**config.mk**
```make
export PLATFORM = sky130hd
export DESIGN_NAME = ccd_pattern_source
export DESIGN_NICKNAME = d
export VERILOG_FILES = /design/src/rtl/ccd_pkg.sv /design/src/rtl/ccd_pattern_lut.sv /design/src/rtl/ccd_pattern_source.sv
export SDC_FILE = /design/constraint.sdc
export NUM_CORES = 1
export LEC_CHECK = 0
export BUFFER_PORTS_ARGS = -buffer_cell sky130_fd_sc_hd__buf_2
export CAP_MARGIN = 0
export CORE_MARGIN = 3
export CORE_UTILIZATION = 60
export CTS_CLUSTER_DIAMETER = 80
export DETAILED_ROUTE_END_ITERATION = 6
export PLACE_DENSITY = 0.8
export SYNTH_ARGS = -nofsm -noshare
export SYNTH_HDL_FRONTEND = slang
export SYNTH_SLANG_ARGS = --single-unit
```
**constraint.sdc**
```tcl
create_clock -name iCLK -period 10.9 [get_ports iCLK]
set_input_delay 0.545 -clock iCLK [delete_from_list [all_inputs] [get_ports iCLK]]
set_output_delay 0.545 -clock iCLK [all_outputs]
set_load 0.05 [all_outputs]
```
**src/rtl/ccd_pkg.sv**
```systemverilog
// ccd_pkg
//   Shared definitions for the CCD test-pattern source:
//   - ccd_state_e : frame-timing FSM states
//   - MODE_*      : pattern selector values carried on iMode
//   - BAYER_*     : per-colour levels of the flat Bayer pattern
//   - CHECKER_*   : checkerboard levels
//   - COLUMN_WIDTH: default active pixels per line
//   - ccd_state_has_fv(): FRAME_VALID level for a given state
package ccd_pkg;

  typedef enum logic [2:0] {
    ST_IDLE   = 3'd0,
    ST_VBLANK = 3'd1,
    ST_LEAD   = 3'd2,
    ST_LINE   = 3'd3,
    ST_HBLANK = 3'd4,
    ST_TRAIL  = 3'd5
  } ccd_state_e;

  localparam logic [1:0] MODE_RAMP    = 2'd0;
  localparam logic [1:0] MODE_BAYER   = 2'd1;
  localparam logic [1:0] MODE_CHECKER = 2'd2;
  localparam logic [1:0] MODE_CONST   = 2'd3;

  localparam logic [11:0] BAYER_G = 12'd2048;
  localparam logic [11:0] BAYER_R = 12'd4095;
  localparam logic [11:0] BAYER_B = 12'd0;

  localparam logic [11:0] CHECKER_HI = 12'd4095;
  localparam logic [11:0] CHECKER_LO = 12'd0;

  localparam int COLUMN_WIDTH = 2592;

  // FRAME_VALID is high from the lead-in through the trailer.
  function automatic logic ccd_state_has_fv(input ccd_state_e st);
    return (st == ST_LEAD) || (st == ST_LINE) ||
           (st == ST_HBLANK) || (st == ST_TRAIL);
  endfunction

endpackage

```
**src/rtl/ccd_pattern_lut.sv**
```systemverilog
// ccd_pattern_lut
//   Purely combinational pattern generator: maps the frame's pattern mode
//   and the current pixel coordinate to a 12-bit pixel value.
//   Ports:
//     mode      in  2   pattern select (MODE_RAMP/BAYER/CHECKER/CONST)
//     x         in  16  column index within the line
//     y         in  16  line index within the frame
//     const_val in  12  level used by the constant pattern
//     data      out 12  pixel value
module ccd_pattern_lut
  import ccd_pkg::*;
(
  input  logic [1:0]  mode,
  input  logic [15:0] x,
  input  logic [15:0] y,
  input  logic [11:0] const_val,
  output logic [11:0] data
);

  logic [16:0] ramp_sum;
  // Carry bits above the 12-bit pixel are dropped by design (mod 4096).
  logic        unused_ramp_carry;

  assign ramp_sum          = {1'b0, x} + {1'b0, y};
  assign unused_ramp_carry = ^ramp_sum[16:12];

  always_comb begin
    data = '0;
    case (mode)
      MODE_RAMP: begin
        data = ramp_sum[11:0];
      end
      MODE_BAYER: begin
        // {row parity, column parity}: G R on even rows, B G on odd rows.
        case ({y[0], x[0]})
          2'b00:   data = BAYER_G;
          2'b01:   data = BAYER_R;
          2'b10:   data = BAYER_B;
          default: data = BAYER_G;
        endcase
      end
      MODE_CHECKER: begin
        // 16x16-pixel squares.
        data = (x[4] ^ y[4]) ? CHECKER_HI : CHECKER_LO;
      end
      default: begin
        data = const_val;
      end
    endcase
  end

endmodule

```
**src/rtl/ccd_pattern_source.sv**
```systemverilog
// ccd_pattern_source
//   Emulates a CCD sensor's parallel output: generates FRAME_VALID /
//   LINE_VALID timing and a selectable 12-bit test pattern, all changing on
//   pixel ticks (every 4th iCLK) so they are stable at the oPIXCLK rising
//   edge.
//   Ports:
//     iCLK          in  1   system clock
//     iRST          in  1   asynchronous active-low reset
//     iEnable       in  1   run frames continuously; low stops after the frame
//     iMode         in  2   pattern select, latched at the start of each frame
//     iConst        in  12  constant-pattern level, latched with iMode
//     oPIXCLK       out 1   pixel clock (iCLK/4)
//     oF_valid      out 1   FRAME_VALID
//     oL_valid      out 1   LINE_VALID
//     oCam_data     out 12  pixel data, zero while LINE_VALID is low
//     oFrame_done   out 1   one-iCLK pulse when a frame's trailer ends
//     oFrame_count  out 16  number of completed frames (wraps)
//   All blanking/lead/trail parameters must be at least 1.
module ccd_pattern_source
  import ccd_pkg::*;
#(
  parameter int ACTIVE_W = COLUMN_WIDTH,
  parameter int ACTIVE_H = 1944,
  parameter int H_BLANK  = 16,
  parameter int V_BLANK  = 64,
  parameter int FV_LEAD  = 4,
  parameter int FV_TRAIL = 4
) (
  input  logic        iCLK,
  input  logic        iRST,
  input  logic        iEnable,
  input  logic [1:0]  iMode,
  input  logic [11:0] iConst,
  output logic        oPIXCLK,
  output logic        oF_valid,
  output logic        oL_valid,
  output logic [11:0] oCam_data,
  output logic        oFrame_done,
  output logic [15:0] oFrame_count
);

  // Last value of each duration/position counter before the state changes.
  localparam logic [15:0] W_LAST     = 16'(ACTIVE_W - 1);
  localparam logic [15:0] H_LAST     = 16'(ACTIVE_H - 1);
  localparam logic [15:0] HB_LAST    = 16'(H_BLANK - 1);
  localparam logic [15:0] VB_LAST    = 16'(V_BLANK - 1);
  localparam logic [15:0] LEAD_LAST  = 16'(FV_LEAD - 1);
  localparam logic [15:0] TRAIL_LAST = 16'(FV_TRAIL - 1);

  logic [1:0]  div_q,    div_d;
  ccd_state_e  state_q,  state_d;
  logic [15:0] cnt_q,    cnt_d;
  logic [15:0] x_q,      x_d;
  logic [15:0] y_q,      y_d;
  logic [1:0]  mode_q,   mode_d;
  logic [11:0] const_q,  const_d;
  logic        fv_q,     fv_d;
  logic        lv_q,     lv_d;
  logic [11:0] data_q,   data_d;
  logic        done_q,   done_d;
  logic [15:0] fcount_q, fcount_d;

  logic        tick;
  logic [11:0] lut_data;

  assign tick = (div_q == 2'd3);

  // The LUT looks at the coordinate being entered so the registered pixel
  // lines up with the registered LINE_VALID.
  ccd_pattern_lut u_lut (
    .mode      (mode_q),
    .x         (x_d),
    .y         (y_d),
    .const_val (const_q),
    .data      (lut_data)
  );

  // Next-state and next-output logic.
  always_comb begin
    div_d    = div_q + 2'd1;
    state_d  = state_q;
    cnt_d    = cnt_q;
    x_d      = x_q;
    y_d      = y_q;
    mode_d   = mode_q;
    const_d  = const_q;
    fv_d     = fv_q;
    lv_d     = lv_q;
    data_d   = data_q;
    done_d   = 1'b0;
    fcount_d = fcount_q;

    if (tick) begin
      case (state_q)
        ST_IDLE: begin
          if (iEnable) begin
            state_d = ST_VBLANK;
            cnt_d   = '0;
          end
        end
        ST_VBLANK: begin
          if (cnt_q == VB_LAST) begin
            state_d = ST_LEAD;
            cnt_d   = '0;
            // Freeze the pattern selection for the whole frame.
            mode_d  = iMode;
            const_d = iConst;
          end else begin
            cnt_d = cnt_q + 16'd1;
          end
        end
        ST_LEAD: begin
          if (cnt_q == LEAD_LAST) begin
            state_d = ST_LINE;
            cnt_d   = '0;
            x_d     = '0;
            y_d     = '0;
          end else begin
            cnt_d = cnt_q + 16'd1;
          end
        end
        ST_LINE: begin
          if (x_q == W_LAST) begin
            cnt_d   = '0;
            state_d = (y_q < H_LAST) ? ST_HBLANK : ST_TRAIL;
          end else begin
            x_d = x_q + 16'd1;
          end
        end
        ST_HBLANK: begin
          if (cnt_q == HB_LAST) begin
            state_d = ST_LINE;
            cnt_d   = '0;
            x_d     = '0;
            y_d     = y_q + 16'd1;
          end else begin
            cnt_d = cnt_q + 16'd1;
          end
        end
        ST_TRAIL: begin
          if (cnt_q == TRAIL_LAST) begin
            cnt_d    = '0;
            done_d   = 1'b1;
            fcount_d = fcount_q + 16'd1;
            // iEnable is only honoured here, so a frame is never cut short.
            state_d  = iEnable ? ST_VBLANK : ST_IDLE;
          end else begin
            cnt_d = cnt_q + 16'd1;
          end
        end
        default: begin
          state_d = ST_IDLE;
          cnt_d   = '0;
        end
      endcase

      fv_d   = ccd_state_has_fv(state_d);
      lv_d   = (state_d == ST_LINE);
      data_d = lv_d ? lut_data : 12'd0;
    end
  end

  always_ff @(posedge iCLK or negedge iRST) begin
    if (!iRST) begin
      div_q    <= '0;
      state_q  <= ST_IDLE;
      cnt_q    <= '0;
      x_q      <= '0;
      y_q      <= '0;
      mode_q   <= MODE_RAMP;
      const_q  <= '0;
      fv_q     <= 1'b0;
      lv_q     <= 1'b0;
      data_q   <= '0;
      done_q   <= 1'b0;
      fcount_q <= '0;
    end else begin
      div_q    <= div_d;
      state_q  <= state_d;
      cnt_q    <= cnt_d;
      x_q      <= x_d;
      y_q      <= y_d;
      mode_q   <= mode_d;
      const_q  <= const_d;
      fv_q     <= fv_d;
      lv_q     <= lv_d;
      data_q   <= data_d;
      done_q   <= done_d;
      fcount_q <= fcount_d;
    end
  end

  assign oPIXCLK      = div_q[1];
  assign oF_valid     = fv_q;
  assign oL_valid     = lv_q;
  assign oCam_data    = data_q;
  assign oFrame_done  = done_q;
  assign oFrame_count = fcount_q;

endmodule

```
Yosys cells after proc, flatten, opt, wreduce, memory -nomap -nowiden --
Cells that the tools add are included.
Storage, ports and cells: register bits after elaboration 98, output and inout bits 32, ROM bits 0, memories kept 0, memory bits (writable) 0, latch bits 0, bits of input ports 17
Operators by class: reductions and logical operators 9, div/mod/pow operators 0, bitwise logic cells 1, eq/ne operators 20, shift-type cells 0, order comparisons 1, $mul 0, add/subtract/negate cells 6, mux-type cells 32
Operator list (count):
- two-way mux 16 bit | 12
- one-hot mux 16 bit (5 select lines) | 1
- adder 16 x 1 -> 16 bit, second input constant | 4
- one-hot mux 16 bit (3 select lines) | 1
- one-hot mux 12 bit (3 select lines) | 1
- one-hot mux 16 bit (2 select lines) | 1
- two-way mux 12 bit | 2
- one-hot mux 12 bit (2 select lines) | 1
- two-way mux 3 bit | 7
- one-hot mux 3 bit (6 select lines) | 1
- == test 16 x 12 -> 1 bit, second input constant | 1
- == test 16 x 2 -> 1 bit, second input constant | 1
- == test 16 x 4 -> 1 bit, second input constant | 1
- == test 16 x 6 -> 1 bit, second input constant | 1
- < comparator 16 x 11 -> 1 bit, second input constant | 1
- adder 12 bit | 1
- == test 3 x 2 -> 1 bit, second input constant | 4
- == test 3 bit, second input constant | 4
- AND reduction 3 bit | 3
- == test 2 bit, second input constant | 3
- two-way mux 1 bit | 5
- == test 2 x 1 -> 1 bit, second input constant | 2
- != test 2 bit, second input constant | 2
- == test 3 x 1 -> 1 bit, second input constant | 1
- other kinds (6) | 8

Longest topological paths before layout --
Gate-level depths: netlist of the first run.
depth after elaboration 9, gate-level depth with buffers 18

Hierarchy --
Synthesis of the first run repeated with hierarchy kept, for this count alone.
Unflattened totals: cells, all modules 652, area, all modules 6092.1 µm²
By module, submodules not included:
- ccd_pattern_source | times used 1, area an instance 5163.7 µm², cells an instance 515, sequential area each 2452.4 µm²
- ccd_pattern_lut | times used 1, area an instance 928.4 µm², cells an instance 137, sequential area each 0.0 µm²

Least setup slack after synthesis of the first run --
Ideal clock, no wire load.
path type reg-to-reg, start point register cnt_q[0], end point register data_q[10] (netlist: oCam_data[10]), cell stages (with the launch flop) 19, setup slack 7.158 ns, arrival 3.604 ns, data required time 10.762 ns, path through dfrtp_1 ha_1 nor3b_1 nand4_1 a2111o_1 or2_2 nand2_1 o21a_1 inv_1 ha_1 inv_1 fa_1 nor2b_1 o21a_1 o21ai_0 a21oi_1 a31oi_1 xor2_1 o221ai_1
Between the ends: cells in the longest elaborated chain, start to end 8, elaborated cells on any way between the ends 26, those cells by class add/sub (1); eq/ne (6); mux (18); bitwise (1)
RTL lines:
- start, declared | RTL line ccd_pattern_source.sv:52 | logic [15:0] cnt_q, cnt_d;
- start signal, assigned | RTL line ccd_pattern_source.sv:180 | cnt_q <= cnt_d;
- == test 16 x 4 -> 1 bit or == test 16 x 2 -> 1 bit (tied branches) | RTL line ccd_pattern_source.sv:131, ccd_pattern_source.sv:113
- two-way mux 16 bit (on tied branches) | RTL line ccd_pattern_source.sv:131, ccd_pattern_source.sv:113
- one-hot mux 16 bit (2 select lines) (*) | RTL line ccd_pattern_source.sv:94 | case (state_q)
- two-way mux 16 bit (*) | RTL line ccd_pattern_source.sv:93 | if (tick) begin
- named net u_lut.y[0] | RTL line ccd_pattern_lut.sv:15 | input logic [15:0] y,
- parallel branches: the longest is 2 deep, another holds adder 12 bit
- one-hot mux 12 bit (3 select lines) (*) | RTL line ccd_pattern_lut.sv:29 | case (mode)
- two-way mux 12 bit (*) | RTL line ccd_pattern_source.sv:159 | data_d = lv_d ? lut_data : 12'd0;
- end signal, assigned | RTL line ccd_pattern_source.sv:187 | data_q <= data_d;
- end, declared | RTL line ccd_pattern_source.sv:59 | logic [11:0] data_q, data_d;
Mark *: on every way through the listed nets, which the timed path passes. The select of a mux whose other input is x is not followed. A chain may end at the register's enable or synchronous reset.

Final worst setup path of the first run --
start point register div_q[1], end point register data_q[10] (netlist: oCam_data[10])
Between the ends: cells in the longest elaborated chain, start to end 6, elaborated cells on any way between the ends 11, those cells by class add/sub (1); eq/ne (3); mux (6); bitwise (1)
RTL lines:
- start, declared | RTL line ccd_pattern_source.sv:50 | logic [1:0] div_q, div_d;
- start signal, assigned | RTL line ccd_pattern_source.sv:178 | div_q <= div_d;
- == test 2 bit (*) | RTL line ccd_pattern_source.sv:66 | assign tick = (div_q == 2'd3);
- two-way mux 16 bit (*) | RTL line ccd_pattern_source.sv:93
- named net u_lut.y[0] | RTL line ccd_pattern_lut.sv:15
- parallel branches: the longest is 2 deep, another holds adder 12 bit
- one-hot mux 12 bit (3 select lines) (*) | RTL line ccd_pattern_lut.sv:29
- two-way mux 12 bit (*) | RTL line ccd_pattern_source.sv:159
Mark *: on every way through the listed nets, which the timed path passes.

==> flow_metrics.env, run 1 <==
export IMPL_path_clk_slew_ns=0.11
export IMPL_io_pins=49
export IMPL_r2r_cells=17
export IMPL_cts_setup_buffers=0
export IMPL_antenna_left=0
export IMPL_worst_path_most_repeated_cell="inv_1"
export IMPL_grt_overflow=0
export IMPL_rows=34
export IMPL_postCtsHoldBufs=0
export IMPL_synth_compound_area_share_pct=19.8
export IMPL_yosysMostFrequentCell="dfrtp_1"
export IMPL_worst_slew_pin_slew_ns=0.990
export IMPL_max_cap_violations=0
export IMPL_finish_utilization_pct=68.5
export IMPL_fp_dieH_um=102
export IMPL_rrSetupSlack_ns=6.35
export IMPL_start_util_pct=62.6
export IMPL_synth_nets=627
export IMPL_rsz0062_at_grt="false"
export IMPL_antenna_found_initial=0
export IMPL_syn_avg_cell_area_um2=9.37
export IMPL_fillers=706
export IMPL_yosysTopAreaCellShare_pct=44.3
export IMPL_drive_above_1_share_pct=13.9
export IMPL_antennaDiodeCount=0
export IMPL_hpwlAfterDp_um=9540
export IMPL_post_cts_resized=0
export IMPL_yosys_most_used_dff="dfrtp_1"
export IMPL_cp_buffers_inverters=3
export IMPL_dr_pass1_iters=6
export IMPL_die_area_um2=10400
export IMPL_fin_tns_setup_ns=0
export IMPL_critPathMaxFanout=23
export IMPL_synth_top_family_by_area="simple AND/OR/NAND/NOR gates"
export IMPL_slowest_stage="ha_1"
export IMPL_synth_seq_cells=98
export IMPL_p_per_area_nw_per_um2=113
export IMPL_syn_inst=591
export IMPL_avgViaCountPerCell=6.45
export IMPL_drc_errors=0
export IMPL_status="complete, no violations"
export IMPL_finalPower_mw=0.684
export IMPL_ir_drop_mv=0.0643
export IMPL_grt_pass1_wl_um=21000
export IMPL_ctsHtreeMaxLevel=3
export IMPL_r2r_start="div_q[1]"
export IMPL_async_reset_ff_share_pct=100
export IMPL_fin_crit_ns=4.55
export IMPL_setup_viol=0
export IMPL_worstPathCellList="ha_1, inv_1, a2111o_1, or2_2, nand2_1, o21a_1, inv_1, ha_1, inv_1, fa_1, nor2b_1, o21a_1, o21ai_0, a21oi_1, a31oi_1, xor2_1, o221ai_1"
export IMPL_ys_warn_count=0
export IMPL_ys_types=57
export IMPL_crit_type="flip-flop to flip-flop"
export IMPL_port_buffers=48
export IMPL_worstPathRequired_ns=11.13
export IMPL_reg2reg_to="oCam_data[10]"
export IMPL_layout_nets=665
export IMPL_gr_usage_all_layers_pct=25.4
export IMPL_grt_pass1_vias=4369
export IMPL_crit_start="div_q[1]"
export IMPL_multi_input_area_um2=2940
export IMPL_coreArea_um2=8850
export IMPL_first_iter_violations=502
export IMPL_synth_edf_count=0
export IMPL_clockRootBuffer="clkbuf_8"
export IMPL_synthMuxAreaShare_pct=2.85
export IMPL_synth_area_top_cells="dfrtp_1 44%, o21ai_0 6.0%, ha_1 4.1%, xnor2_1 3.3%, nor2_1 3.3%"
export IMPL_synthTopCellsByCount="98 x dfrtp_1, 66 x o21ai_0, 48 x nor2_1"
export IMPL_timing_fmax_mhz=220
export IMPL_clock_path_buffers=2
export IMPL_max_stage_delay_ns=0.65
export IMPL_netlist_area_um2=5540
export IMPL_die_w_um=102
export IMPL_synth_top_area_cell="dfrtp_1"
export IMPL_hold_path_class="primary input to async pin"
export IMPL_clock_skew_final_ns=0.0167
export IMPL_area_delta_synth_final_pct=9.42
export IMPL_place_gp_congestion=0.936
export IMPL_register_area_um2=2450
export IMPL_p_leak_nw=2.82
export IMPL_numClockSinks=98
export IMPL_hold_viol=0
export IMPL_holdWs_ns=0.141
export IMPL_tritoncts="done"
export IMPL_routed_wl_um=13000
export IMPL_arrival_ns=4.78
export IMPL_path_delay_family="compound AO/OA/AOI/OAI gates"
export IMPL_finalMaxSlewViolations=0
export IMPL_cp_start_kind="flip-flop"
export IMPL_yosysSeqAreaShare_pct=44.3
export IMPL_cts_inserted_buffers=9
export IMPL_via_count=4789
export IMPL_grt_max_degree=56
export IMPL_synth_xor_area_share_pct=5.53
export IMPL_wire_per_inst_um=17.6
export IMPL_slew_headroom_pct=33.8
export IMPL_synth_simple_area_share_pct=20.4
export IMPL_clk_latency_ns=0.37
export IMPL_setup_worst_path_end_class="flip-flop"
export IMPL_period_share_pct=41.8
export IMPL_synth_fa_ha_area_share_pct=4.43
==> per-layer routing <==
layer | part of all wire, % | wire [µm] | global-route usage (%) | vias up
met3 | 7.3 | 954 | 3.48 | 29
li1 | - | - | - | 2248
met5 | 0 | 0 | 0 | -
met1 | 44 | 5770 | 36.1 | 2283
met4 | 2.0 | 261 | 7.97 | 0
met2 | 46 | 6040 | 40.7 | 229
==> power breakdown <==
part           switching (mW)  internal [mW]  leakage [nW]
logic                  0.0230         0.0136          1.36
clock network           0.135          0.133         0.116
registers             0.00928          0.370          1.35
==> cell families (layout without fill, tap and decap cells) <==
kind of cell / Yosys count / count (layout)
flops: 98 / 98
compound gates: 175 / 175
simple gates: 214 / 214
xor+xnor: 35 / 35
fa+ha+maj: 19 / 19
buf+inv: 36 / 79
mux: 14 / 14
==> cell type report <==
class                           instances  area share (%)
Inverter                               13           0.805
Multi-Input combinational cell        457            48.5
Clock buffer                            9            2.04
Tap cell                              108            2.23
Clock inverter                          7            1.75
Sequential cell                        98            40.5
Timing Repair Buffer                   50            4.25
==> flip-flops by register name, indices dropped and copies added, names as in the netlist <==
| name | flops |
|---|---|
| cnt_q | 16 |
| const_q | 12 |
| div_q | 2 |
| mode_q | 2 |
| oCam_data | 12 |
| oF_valid | 1 |
| oFrame_count | 16 |
| oFrame_done | 1 |
| oL_valid | 1 |
| state_q | 3 |
| x_q | 16 |
| y_q | 16 |
==> stage by stage <==
| stage | worst slack [ns] | instances | cell area [µm²] |
|---|---|---|---|
| after floorplan | 7.16 | 591 | 5540 |
| after global placement | 6.60 | 726 | 5830 |
| after detailed placement | 6.42 | 726 | 5830 |
| after CTS | 6.38 | 742 | 6060 |
| after global routing | 6.02 | 742 | 6060 |
| final | 6.35 | 742 | 6060 |
==> worst max path at each step <==
stage	to	slack (ns)	depth (start not counted)
5_1_grt	oCam_data[10]	6.02	17
2_1_floorplan	oCam_data[10]	7.16	18
6_report	oCam_data[10]	6.35	17
3_5_place_dp	oCam_data[10]	6.42	17
3_3_place_gp	oCam_data[10]	6.60	17
4_1_cts	oCam_data[10]	6.38	17
==> placed cells by master (no fill, tap or decap), types with 18 or more instances in the layout <==
master | netlist | routed
o31ai_1 | 18 | 18
nand2_1 | 47 | 47
o21ai_0 | 66 | 66
nor2_1 | 48 | 48
xnor2_1 | 21 | 21
nand3_1 | 32 | 32
ha_1 | 18 | 18
buf_2 | 5 | 47
dfrtp_1 | 98 | 98
a21oi_1 | 30 | 30
Note: power is estimated with default switching activity, not from simulation.
==> run 2: changes to the inputs <==
==> constraint.sdc (replaced) <==
create_clock -name iCLK -period 4.7 [get_ports iCLK]
set_input_delay 0.235 -clock iCLK [delete_from_list [all_inputs] [get_ports iCLK]]
set_output_delay 0.235 -clock iCLK [all_outputs]
set_load 0.05 [all_outputs]
==> run 2 against run 1 <==
Effect of this change:
- design area is the same
- largest power group unchanged
- clock power grew 98%
- core utilization is the same
- combinational power grew 130%
- clock skew is essentially flat
- critical endpoint unchanged
==> flow_metrics.env, run 2 (synthesized netlist as in run 1, its figures left out) <==
export IMPL_worst_slew_pin_slew_ns=1.04
export IMPL_crit_type="flip-flop to flip-flop"
export IMPL_finalMaxSlewViolations=0
export IMPL_p_seq_share_pct=58.9
export IMPL_slew_headroom_pct=30.4
export IMPL_grt_pass1_wl_um=22300
export IMPL_clk_latency_ns=0.37
export IMPL_antennaDiodeCount=0
export IMPL_gr_usage_all_layers_pct=26.9
export IMPL_antenna_left=0
export IMPL_timing_fmax_mhz=225
export IMPL_drive_above_1_share_pct=14.4
export IMPL_hpwlAfterDp_um=9740
export IMPL_grt_max_degree=54
export IMPL_routed_wl_um=13300
export IMPL_period_share_pct=94.6
export IMPL_layout_cells_most_common_list="98 x dfrtp_1, 66 x o21ai_0, 47 x nor2_1, 47 x nand2_1, 47 x buf_2"
export IMPL_critPathMaxFanout=7
export IMPL_start_util_pct=62.6
export IMPL_max_cap_violations=0
export IMPL_fin_tns_setup_ns=0
export IMPL_intPower_mw=1.12
export IMPL_cts_inserted_buffers=9
export IMPL_finalPower_mw=1.50
export IMPL_final_common_cell="dfrtp_1"
export IMPL_clock_skew_final_ns=0.0171
export IMPL_place_gp_congestion=0.962
export IMPL_numClockSinks=98
export IMPL_p_sw_share_pct=25.3
export IMPL_avgViaCountPerCell=6.51
export IMPL_clockRootBuffer="clkbuf_8"
export IMPL_max_stage_delay_ns=0.53
export IMPL_port_buffers=48
export IMPL_cp_start_kind="flip-flop"
export IMPL_drc_errors=0
export IMPL_dr_pass1_iters=5
export IMPL_coreArea_um2=8850
export IMPL_clock_path_buffers=2
export IMPL_rsz0062_at_grt="false"
export IMPL_arrival_ns=4.68
export IMPL_layout_nets=669
export IMPL_area_delta_synth_final_pct=9.42
export IMPL_status="complete, no violations"
export IMPL_p_leak_nw=2.83
export IMPL_fin_crit_ns=4.45
export IMPL_wire_per_inst_um=17.8
export IMPL_clkPwrFrac_pct=35.4
export IMPL_io_pins=49
export IMPL_first_iter_violations=528
export IMPL_p_per_area_nw_per_um2=247
export IMPL_rows=34
export IMPL_power_switching_mw=0.379
export IMPL_slowest_stage="nor3b_1"
export IMPL_path_clk_slew_ns=0.11
export IMPL_setup_worst_path_end_class="flip-flop"
export IMPL_setup_viol=0
export IMPL_ctsHtreeMaxLevel=3
export IMPL_grt_pass1_vias=4659
export IMPL_worstPathCellList="ha_1, nor3b_1, nand4_1, a2111o_1, or2_2, nand2_1, o21a_1, inv_1, ha_1, inv_1, fa_1, nor2b_1, o21a_1, o21ai_0, a21oi_1, a31oi_1, xor2_1, o221ai_1"
export IMPL_via_count=4857
export IMPL_worstPathRequired_ns=4.93
export IMPL_holdWs_ns=0.0932
export IMPL_finish_utilization_pct=68.5
export IMPL_tritoncts="done"
export IMPL_hold_path_class="primary input to flip-flop"
export IMPL_combinationalPowerShare_pct=5.7
export IMPL_fp_dieH_um=102
export IMPL_die_area_um2=10400
export IMPL_cp_buffers_inverters=2
export IMPL_ir_drop_mv=0.170
export IMPL_die_w_um=102
export IMPL_path_delay_family="compound AO/OA/AOI/OAI gates"
export IMPL_antenna_found_initial=0
export IMPL_grt_overflow=0
export IMPL_hold_viol=0
## run 2: cell types whose count changed in the layout (fill, tap and decap cells not counted), sizes merged
cell and delta:
bufinv -2, clkbuf +2, buf +3, dlygate4sd3 +1
## run 2: final timing paths
| path | start | to | slack, ns | depth (start not counted) |
|---|---|---|---|---|
| max | cnt_q[0] | oCam_data[10] | 0.25 | 18 |
| min | iMode[1] | mode_q[1] | 0.09 | 3 |
| max reg2reg | cnt_q[0] | oCam_data[10] | 0.25 | 18 |
| min reg2reg | div_q[0] | div_q[0] | 0.44 | 1 |
| max in group asynchronous | iRST | x_q[0] | 3.21 | 3 |
| min in group asynchronous | iRST | oFrame_count[2] | 0.41 | 2 |
## run 2: area by class of cell
class                           instances  area [µm²]
Inverter                               13        48.8
Clock inverter                          5        43.8
Sequential cell                        98        2450
Clock buffer                           11         151
Timing Repair Buffer                   54         290
Multi-Input combinational cell        457        2940
Fill cell                             727        2790
Tap cell                              108         135
## run 2: metrics by stage
| step | cells | cell area (µm²) | setup WS [ns] |
|---|---|---|---|
| 2_1_floorplan | 591 | 5540 | 0.958 |
| 3_3_place_gp | 729 | 5850 | 0.708 |
| 3_5_place_dp | 729 | 5850 | 0.426 |
| 4_1_cts | 746 | 6060 | 0.367 |
| 5_1_grt | 746 | 6060 | 0.0923 |
| 6_report | 746 | 6060 | 0.253 |
## run 2: repair_timing
item	4_1_cts	5_1_grt
setup buffers	0	0
endpoints found under the setup margin	0	1
hold buffers	1	0
endpoints found under the hold margin	45	0
resized for setup	0	1
## run 2: layer usage
metal  track usage [%]  vias to the layer above  share of wire [%]
li1                  -                     2276                  -
met1              37.8                     2344                 44
met2              43.9                      214                 48
met3              3.34                       23                6.4
met4              8.07                        0                1.9
met5                 0                        -                  0
## run 2: power by group through the flow
stage | Clock, mW | Sequential, mW | Combinational [mW]
floorplan | 0 | 0.891 | 0.0495
CTS | 0.542 | 0.882 | 0.0860
global placement | 0 | 0.896 | 0.0798
detailed placement | 0 | 0.898 | 0.0854
global route | 0.583 | 0.885 | 0.0981
finish | 0.530 | 0.882 | 0.0860
## run 2: worst reg2reg max path, cell delays in order (launching register included)
cell and delay (ns):
dfrtp_1 0.41, ha_1 0.28, nor3b_1 0.53, nand4_1 0.25, a2111o_1 0.47, or2_2 0.31, nand2_1 0.08, o21a_1 0.16
inv_1 0.09, ha_1 0.24, inv_1 0.08, fa_1 0.21, nor2b_1 0.08, o21a_1 0.17, o21ai_0 0.23, a21oi_1 0.14
a31oi_1 0.23, xor2_1 0.21, o221ai_1 0.14
